[config.mk]
export PLATFORM = sky130hd
export DESIGN_NAME = score_display
export DESIGN_NICKNAME = d
export VERILOG_FILES = /design/src/rtl/score_pkg.sv /design/src/rtl/seg7_decode.sv /design/src/rtl/score_display.sv
export SDC_FILE = /design/constraint.sdc
export NUM_CORES = 1
export LEC_CHECK = 0
export ABC_CLOCK_PERIOD_IN_PS = 6080
export BUFFER_PORTS_ARGS = -buffer_cell sky130_fd_sc_hd__buf_2
export CAP_MARGIN = 20
export CORE_MARGIN = 2
export CORE_UTILIZATION = 40
export DETAILED_ROUTE_END_ITERATION = 12
export HOLD_SLACK_MARGIN = 0.08
export SYNTH_ARGS = -nofsm -noshare
export SYNTH_HDL_FRONTEND = slang
export SYNTH_SLANG_ARGS = --single-unit
export TNS_END_PERCENT = 30
[constraint.sdc]
create_clock -name clk -period 6.08 [get_ports clk]
set_clock_uncertainty 0.15 [all_clocks]
set_input_delay 0.304 -clock clk [delete_from_list [all_inputs] [get_ports clk]]
set_output_delay 0.304 -clock clk [all_outputs]
set_load 0.01 [all_outputs]
[src/rtl/score_pkg.sv]
// ============================================================================
// Module      : score_pkg
// Description : Shared glyph table, digit-index and BCD types for score_display.
// Revision    : 1.0 - initial release
// ============================================================================
`default_nettype none

package score_pkg;

  // Segment order is {g,f,e,d,c,b,a}, active low.
  localparam logic [6:0] SEG_BLANK = 7'h7F;
  localparam logic [6:0] SEG_DASH  = 7'h3F;
  localparam logic [6:0] SEG_0     = 7'h40;
  localparam logic [6:0] SEG_1     = 7'h79;
  localparam logic [6:0] SEG_2     = 7'h24;
  localparam logic [6:0] SEG_3     = 7'h30;
  localparam logic [6:0] SEG_4     = 7'h19;
  localparam logic [6:0] SEG_5     = 7'h12;
  localparam logic [6:0] SEG_6     = 7'h02;
  localparam logic [6:0] SEG_7     = 7'h78;
  localparam logic [6:0] SEG_8     = 7'h00;
  localparam logic [6:0] SEG_9     = 7'h10;

  typedef enum logic [1:0] {
    D0 = 2'd0,
    D1 = 2'd1,
    D2 = 2'd2,
    D3 = 2'd3
  } digit_idx_t;

  typedef logic [3:0] bcd_t;

  function automatic logic bcd_valid(input bcd_t d);
    return (d <= 4'd9);
  endfunction

endpackage

`default_nettype wire

[src/rtl/seg7_decode.sv]
// ============================================================================
// Module      : seg7_decode
// Description : BCD digit + blank request -> active-low 7-segment pattern.
// Revision    : 1.0 - initial release
// ============================================================================
`default_nettype none

module seg7_decode
  import score_pkg::*;
(
  input  logic [3:0] i_bcd,
  input  logic       i_blank,
  output logic [6:0] o_seg
);

  always_comb begin
    o_seg = SEG_DASH;
    if (i_blank) begin
      o_seg = SEG_BLANK;
    end else begin
      case (i_bcd)
        4'd0:    o_seg = SEG_0;
        4'd1:    o_seg = SEG_1;
        4'd2:    o_seg = SEG_2;
        4'd3:    o_seg = SEG_3;
        4'd4:    o_seg = SEG_4;
        4'd5:    o_seg = SEG_5;
        4'd6:    o_seg = SEG_6;
        4'd7:    o_seg = SEG_7;
        4'd8:    o_seg = SEG_8;
        4'd9:    o_seg = SEG_9;
        default: o_seg = SEG_DASH;
      endcase
    end
  end

endmodule

`default_nettype wire

[src/rtl/score_display.sv]
// ============================================================================
// Module      : score_display
// Description : 4-digit multiplexed 7-segment score display with leading-zero
//               blanking; optional high-score register (SCORE_DISPLAY_HISCORE_EN).
// Revision    : 1.0 - initial release
// ============================================================================
`default_nettype none

module score_display
  import score_pkg::*;
#(
  parameter int PRESCALE = 100000,
  parameter int CNT_W    = 17
) (
  input  logic       clk,
  input  logic       rst,
  input  logic [3:0] i_score0,
  input  logic [3:0] i_score1,
  input  logic [3:0] i_score2,
  input  logic [3:0] i_score3,
  input  logic       i_game_over,
  input  logic       i_show_hi,
  output logic [3:0] o_an,
  output logic [6:0] o_seg,
  output logic       o_dp,
  output logic       o_new_record
);

  logic [CNT_W-1:0] r_cnt;
  logic             w_tick;
  digit_idx_t       r_state;
  digit_idx_t       w_state_next;
  logic [15:0]      w_live;
  logic [15:0]      w_snap_src;
  logic [15:0]      r_snap;
  logic [3:0]       w_digit;
  logic             w_blank;
  logic             w_blank1;
  logic             w_blank2;
  logic             w_blank3;
  logic [6:0]       w_seg;
  logic [3:0]       r_an;
  logic [6:0]       r_seg;

  assign w_live = {i_score3, i_score2, i_score1, i_score0};
  assign w_tick = (r_cnt == CNT_W'(PRESCALE - 1));

  always_ff @(posedge clk) begin
    if (rst || w_tick) r_cnt <= '0;
    else               r_cnt <= r_cnt + CNT_W'(1);
  end

  always_ff @(posedge clk) begin
    if (rst) r_state <= D0;
    else     r_state <= w_state_next;
  end

  always_comb begin
    w_state_next = r_state;
    if (w_tick) begin
      case (r_state)
        D0:      w_state_next = D1;
        D1:      w_state_next = D2;
        D2:      w_state_next = D3;
        default: w_state_next = D0;
      endcase
    end
  end

  // The frame content is frozen at the D3->D0 tick so a frame never tears.
  always_ff @(posedge clk) begin
    if (rst)                          r_snap <= '0;
    else if (w_tick && r_state == D3) r_snap <= w_snap_src;
  end

  // A dash (10-15) is non-zero, so it stops the blanking chain.
  assign w_blank3 = (r_snap[15:12] == 4'd0);
  assign w_blank2 = w_blank3 && (r_snap[11:8] == 4'd0);
  assign w_blank1 = w_blank2 && (r_snap[7:4] == 4'd0);

  always_comb begin
    w_digit = r_snap[3:0];
    w_blank = 1'b0;
    case (r_state)
      D1: begin w_digit = r_snap[7:4];   w_blank = w_blank1; end
      D2: begin w_digit = r_snap[11:8];  w_blank = w_blank2; end
      D3: begin w_digit = r_snap[15:12]; w_blank = w_blank3; end
      default: begin w_digit = r_snap[3:0]; w_blank = 1'b0; end
    endcase
  end

  seg7_decode u_decode (
    .i_bcd   (w_digit),
    .i_blank (w_blank),
    .o_seg   (w_seg)
  );

  always_ff @(posedge clk) begin
    if (rst) begin
      r_an  <= 4'b1111;
      r_seg <= SEG_BLANK;
    end else begin
      r_an  <= ~(4'b0001 << r_state);
      r_seg <= w_seg;
    end
  end

  assign o_an  = r_an;
  assign o_seg = r_seg;

`ifdef SCORE_DISPLAY_HISCORE_EN
  logic [15:0] r_hi;
  logic        r_new_record;
  logic        r_snap_hi;
  logic        r_dp;
  logic        w_live_valid;

  assign w_live_valid = bcd_valid(i_score0) && bcd_valid(i_score1) &&
                        bcd_valid(i_score2) && bcd_valid(i_score3);

  // Plain unsigned compare orders valid BCD values correctly.
  always_ff @(posedge clk) begin
    if (rst) begin
      r_hi         <= '0;
      r_new_record <= 1'b0;
    end else if (i_game_over) begin
      if (w_live_valid && (w_live > r_hi)) begin
        r_hi         <= w_live;
        r_new_record <= 1'b1;
      end else begin
        r_new_record <= 1'b0;
      end
    end
  end

  assign w_snap_src = i_show_hi ? r_hi : w_live;

  always_ff @(posedge clk) begin
    if (rst)                          r_snap_hi <= 1'b0;
    else if (w_tick && r_state == D3) r_snap_hi <= i_show_hi;
  end

  always_ff @(posedge clk) begin
    if (rst) r_dp <= 1'b1;
    else     r_dp <= !((r_state == D3) && r_snap_hi);
  end

  assign o_dp         = r_dp;
  assign o_new_record = r_new_record;
`else
  logic w_unused;
  assign w_unused     = &{1'b0, i_game_over, i_show_hi};
  assign w_snap_src   = w_live;
  assign o_dp         = 1'b1;
  assign o_new_record = 1'b0;
`endif

endmodule

`default_nettype wire

== After elaboration in Yosys (flattened, before gate mapping) ==
Memory sizes are Yosys's and may differ from the RTL's. A register that Yosys moved wholly into a read port is not among the register bits.
Index checks and enable logic that the tools add are counted.
Widths: inputs -> output; s select.
Storage, ports and cells
  bits in read-only memories: 112
  register bits after elaboration: 39
  output and inout port bits: 13
  logic and storage cells: 24
  bits of input ports: 20
  memories kept: 1
Memory list
  (no name shown): words 16, width 7, rd ports 1, clocked after Yosys merged registers in 1, write ports 0, RTL line seg7_decode.sv:21  | case (i_bcd)
Operators by class
  muxes and demuxes: 3
  bitwise logic cells: 1
  equality and inequality tests: 4
  $add $sub $neg: 1
  reductions and logical operators: 9
  shift-type cells: 1
Operators with widths (number)
  $add 17x1->17 const B: 1
  $eq 17x17->1 const B: 1
  $logic_not 4->1: 3
  $pmux 4 s3: 1
  $pmux 2 s3: 1
  $eq 2x2->1 const B: 2
  $not 4->4: 1
  $shl 1x2->4 const A: 1
  $logic_and 1x1->1: 3
  $pmux 1 s3: 1
  $eq 2x1->1 const B: 1
  $logic_not 2->1: 1
  $reduce_or 2->1: 1
  $logic_or 1x1->1: 1

== Depth between registers and ports, before layout ==
  word-level depth: 5
  depth in mapped cells: 9
  gate-level depth less buffers: 9

== By module ==
Synthesis repeated with hierarchy kept, for this count alone.
Second synthesis, totals
  cell total of the unflattened synthesis: 263
  area, all modules: 2307.2 um2
By module, submodules not included
  score_display: cells an instance 228, instances 1, area each 2072.0 um2, sequential area each 920.9 um2
  seg7_decode: cells an instance 35, instances 1, area each 235.2 um2, sequential area each 0.0 um2

== Worst setup path after synthesis ==
No wires, ideal clock.
  path type: reg-to-reg
  start point: reg r_state[0]
  end point: reg r_seg[3], in the netlist o_seg[3]
  arrival: 1.816 ns
  slack: 3.955 ns
  library setup time: 0.159 ns
  required time: 5.771 ns
  buffers on the path: 1
  period minus slack after synthesis: 2.125 ns
  cell stages (with the launch flop): 10
  cells stage by stage: dfxtp_1 -> ha_1 -> buf_2 -> a222oi_1 -> mux2i_1 -> inv_1 -> ha_1 -> inv_1 -> o21ai_0 -> o2111ai_1
On the way
  longest elaborated chain between the ends: 3
  elaborated cells between the ends (all ways): 6
  classes of those cells: eq/ne: 3; mux: 2; reduce/logical: 1
Ends and longest elaborated chain
  start, declared: RTL line score_display.sv:31  | digit_idx_t r_state;
  start signal, assigned: RTL line score_display.sv:55  | else r_state <= w_state_next;
  $eq 2x2->1 or $eq 2x1->1 (tied branches): RTL line score_display.sv:84  | case (r_state)
  $pmux 1 s3: RTL line score_display.sv:84
  $reduce_or 2->1 (no line)
  end, declared: RTL line score_display.sv:43  | logic [6:0] r_seg;
Several ways; a longest one is shown, not always the timed one.
A chain may end at the register's enable or synchronous reset.

== Final worst setup path ==
Same ends and word-level chain as after synthesis.

==> impl_metrics.tcl <==
set metrics [dict create \
    maxSlewHeadroom_pct 46.72 \
    dominantRegCellSynth "dfxtp_1" \
    fp.dieH_um 76.95 \
    rsz0062_at_grt "false" \
    async_flop_share_pct 0 \
    gp_congestion 0.7889 \
    fin_hold_ws_ns 0.1133 \
    nets 289 \
    pwr_density_cell_mw_per_mm2 213.5 \
    die_area_mm2 0.005921 \
    root_buffer "clkbuf_8" \
    cpMaxStageDelayCell "ha_1" \
    cp-start-kind "flip-flop" \
    path_delay_family "adder cells" \
    die_w_um 76.95 \
    cts_buffer_depth 2 \
    dp_slack_ns 3.217 \
    max_stage_delay_ns 0.71 \
    run_status "complete, no violations" \
    syn_area_mm2 0.002128 \
    path_max_fanout 22 \
    coreArea_mm2 0.005107 \
    cap_violations 0 \
    cts_hold_buf 0 \
    num_rows 26 \
    grt_pass1_wl_um 7417 \
    synth_edf_count 0 \
    syn-num-nets 270 \
    antenna_found_initial 0 \
    ir_worst_vdd_mv 0.1089 \
    clock.fmax_mhz 352.0 \
    io_buffers 28 \
    period_share_pct 46.72 \
    clock_latency_ns 0.29 \
    cts_tree "yes" \
    cts_setup_buffers 0 \
    synth.ff_latch_count 46 \
    grt_max_degree 27 \
    diodes 0 \
    fin_setup_tns_ns 0 \
    synth_area_per_cell_um2 8.795 \
    synth_cell_type_count 40 \
    dp_hpwl_um 2946 \
    ant_nets 0 \
    wl_um 4306 \
    hold_viol_final 0 \
    vias 1685 \
    setup_viol_count_final 0 \
    initial_core_util_pct 41.67 \
    fillers 506 \
    cts_sinks 46 \
    drc 0 \
    worstMarginPinSlew_ns 0.7992 \
    cts-buffers-inserted 5 \
    end_kind "flip-flop" \
    synth_cells 242 \
    multi_input_area_mm2 0.001076 \
    yosysSeqAreaShare_pct 43.27 \
    cts_resized 0 \
    p_leak_uw 0.0008617 \
    critPathKind "flip-flop to flip-flop" \
    drt-initial-drc-count 179 \
    grt_usage_pct 15.42 \
    overflow 0 \
    fin_ws_ns 3.239 \
    wl_per_cell_um 13.01 \
    placed_cells 324 \
    hp-class "primary input to flip-flop" \
    detail_route.first_pass.iterations 6 \
    crit_arrival_ns 2.82 \
    drive_gt1_share_pct 15.71 \
    viasPerCell 5.091 \
    clkTransAtPathRegs_ns 0.08 \
    stdcell_count 331 \
    synth.yosys.warnings 0 \
    seqCellArea_um2 920.9 \
    critPathRequiredTime_ns 6.06 \
    crit_path_cell_trace "ha_1 -> a222oi_1 -> mux2i_2 -> inv_1 -> ha_1 -> inv_1 -> o21ai_0 -> o2111ai_1" \
    grt_pass1_vias 1629 \
    min_period_ns 2.841 \
    cts_htree_levels 2 \
    num_io_pins 33 \
    path_buf_inv 2 \
    areaGrowthSynthToFinish_pct 10.23 \
    slew_viol_final 0 \
]
cells in the mapped netlist (2+ instances only):
cell       number  share of area (%)
dfxtp_1        46                 43
o21ai_0        26                6.1
a21oi_1        23                5.4
nand3_1        21                4.9
nor2_1         14                2.5
inv_1          11                1.9
xor2_1         10                4.1
ha_1            8                4.7
nand2_1         8                1.4
nand4_1         8                2.4
buf_2           6                1.4
clkbuf_1        6                1.1
a222oi_1        4                1.9
and3_1          4                1.2
and4_1          4                1.6
nand2b_1        4                1.2
or3_1           4                1.2
a211oi_1        3                1.1
buf_4           3                1.1
mux2i_1         3                1.4
and4bb_2        2                1.2
conb_1          2               0.35
nor3_1          2               0.47
o2111ai_1       2               0.82
o211ai_1        2               0.71
or4_1           2               0.71
final cells by class:
class                   instances  share of cell area (%)
clock buffers                   7                   3.253
inverters                      12                   1.920
multi-input cells             168                   45.87
flip-flops and latches         46                   39.25
well taps                      70                   3.733
repair buffers                 28                   5.973
routing by layer:
metal	wire [um]	track usage, %	vias up
li1	-	-	904
met1	2132	19.49	744
met2	1957	25.79	32
met3	167	3.412	5
met4	48	5.455	0
met5	0	0	-
registers in the layout, indices dropped and copies added (netlist names):
name     flops
r_state      2
o_seg        7
o_an         4
r_snap      16
r_cnt       17
cell usage in the layout, fill, tap and decap left out, types with 2 or more instances in the layout:
master	instances
dfxtp_1	46
buf_2	28
o21ai_0	26
a21oi_1	23
nand3_1	21
nor2_1	14
inv_1	11
xor2_1	10
nand2_1	8
nand4_1	8
ha_1	8
clkbuf_8	5
a222oi_1	4
and4_1	4
nand2b_1	4
and3_1	4
or3_1	4
mux2i_1	3
a211oi_1	3
and4bb_2	2
or4_1	2
nor3_1	2
o2111ai_1	2
o211ai_1	2
conb_1	2
clkbuf_1	2
kinds of logic after synthesis:
| family | after synthesis | share of synthesized area, % |
|---|---|---|
| fa+ha+maj | 8 | 4.703 |
| mux | 5 | 2.587 |
| buf+inv | 28 | 6.173 |
| compound gates | 62 | 16.81 |
| flops | 46 | 43.27 |
| xor+xnor | 11 | 4.527 |
| other cells | 2 | 0.3529 |
| simple gates | 80 | 21.58 |
through the flow:
stage               util (%)  total power (uW)  instance area (um2)
global route           45.93             522.0                 2346
CTS                    45.93             508.0                 2346
detailed placement     44.44             333.8                 2270
finish                 45.93             500.8                 2346
floorplan                  -             325.0                 2128
global placement       44.44             333.5                 2270
final timing paths:
path,start,end,slack (ns),cells past startpoint
worst max-delay path,r_state[0]$_SDFFE_PP0N_,o_seg[3]$_SDFF_PP1_,3.24,8
worst min-delay path,i_score3[1],r_snap[13]$_SDFFE_PP0P_,0.11,3
worst max register to register,r_state[0]$_SDFFE_PP0N_,o_seg[3]$_SDFF_PP1_,3.24,8
worst min register to register,r_cnt[0]$_SDFF_PP0_,r_cnt[0]$_SDFF_PP0_,0.29,1
worst register-to-register path: cells and delay by family (launching register included):
family / cells / cell delay (ns)
compound gates: 3 / 0.53
fa+ha+maj: 2 / 1.02
buf+inv: 2 / 0.13
flops: 1 / 0.40
mux: 1 / 0.48
where the power goes:
part / switching (uW) / internal, uW
Combinational: 11.1 / 8.36
Clock: 95.3 / 79.3
Sequential: 1.64 / 305
Total: 108 / 393
No activity file was read; power rests on OpenSTA's default activity.
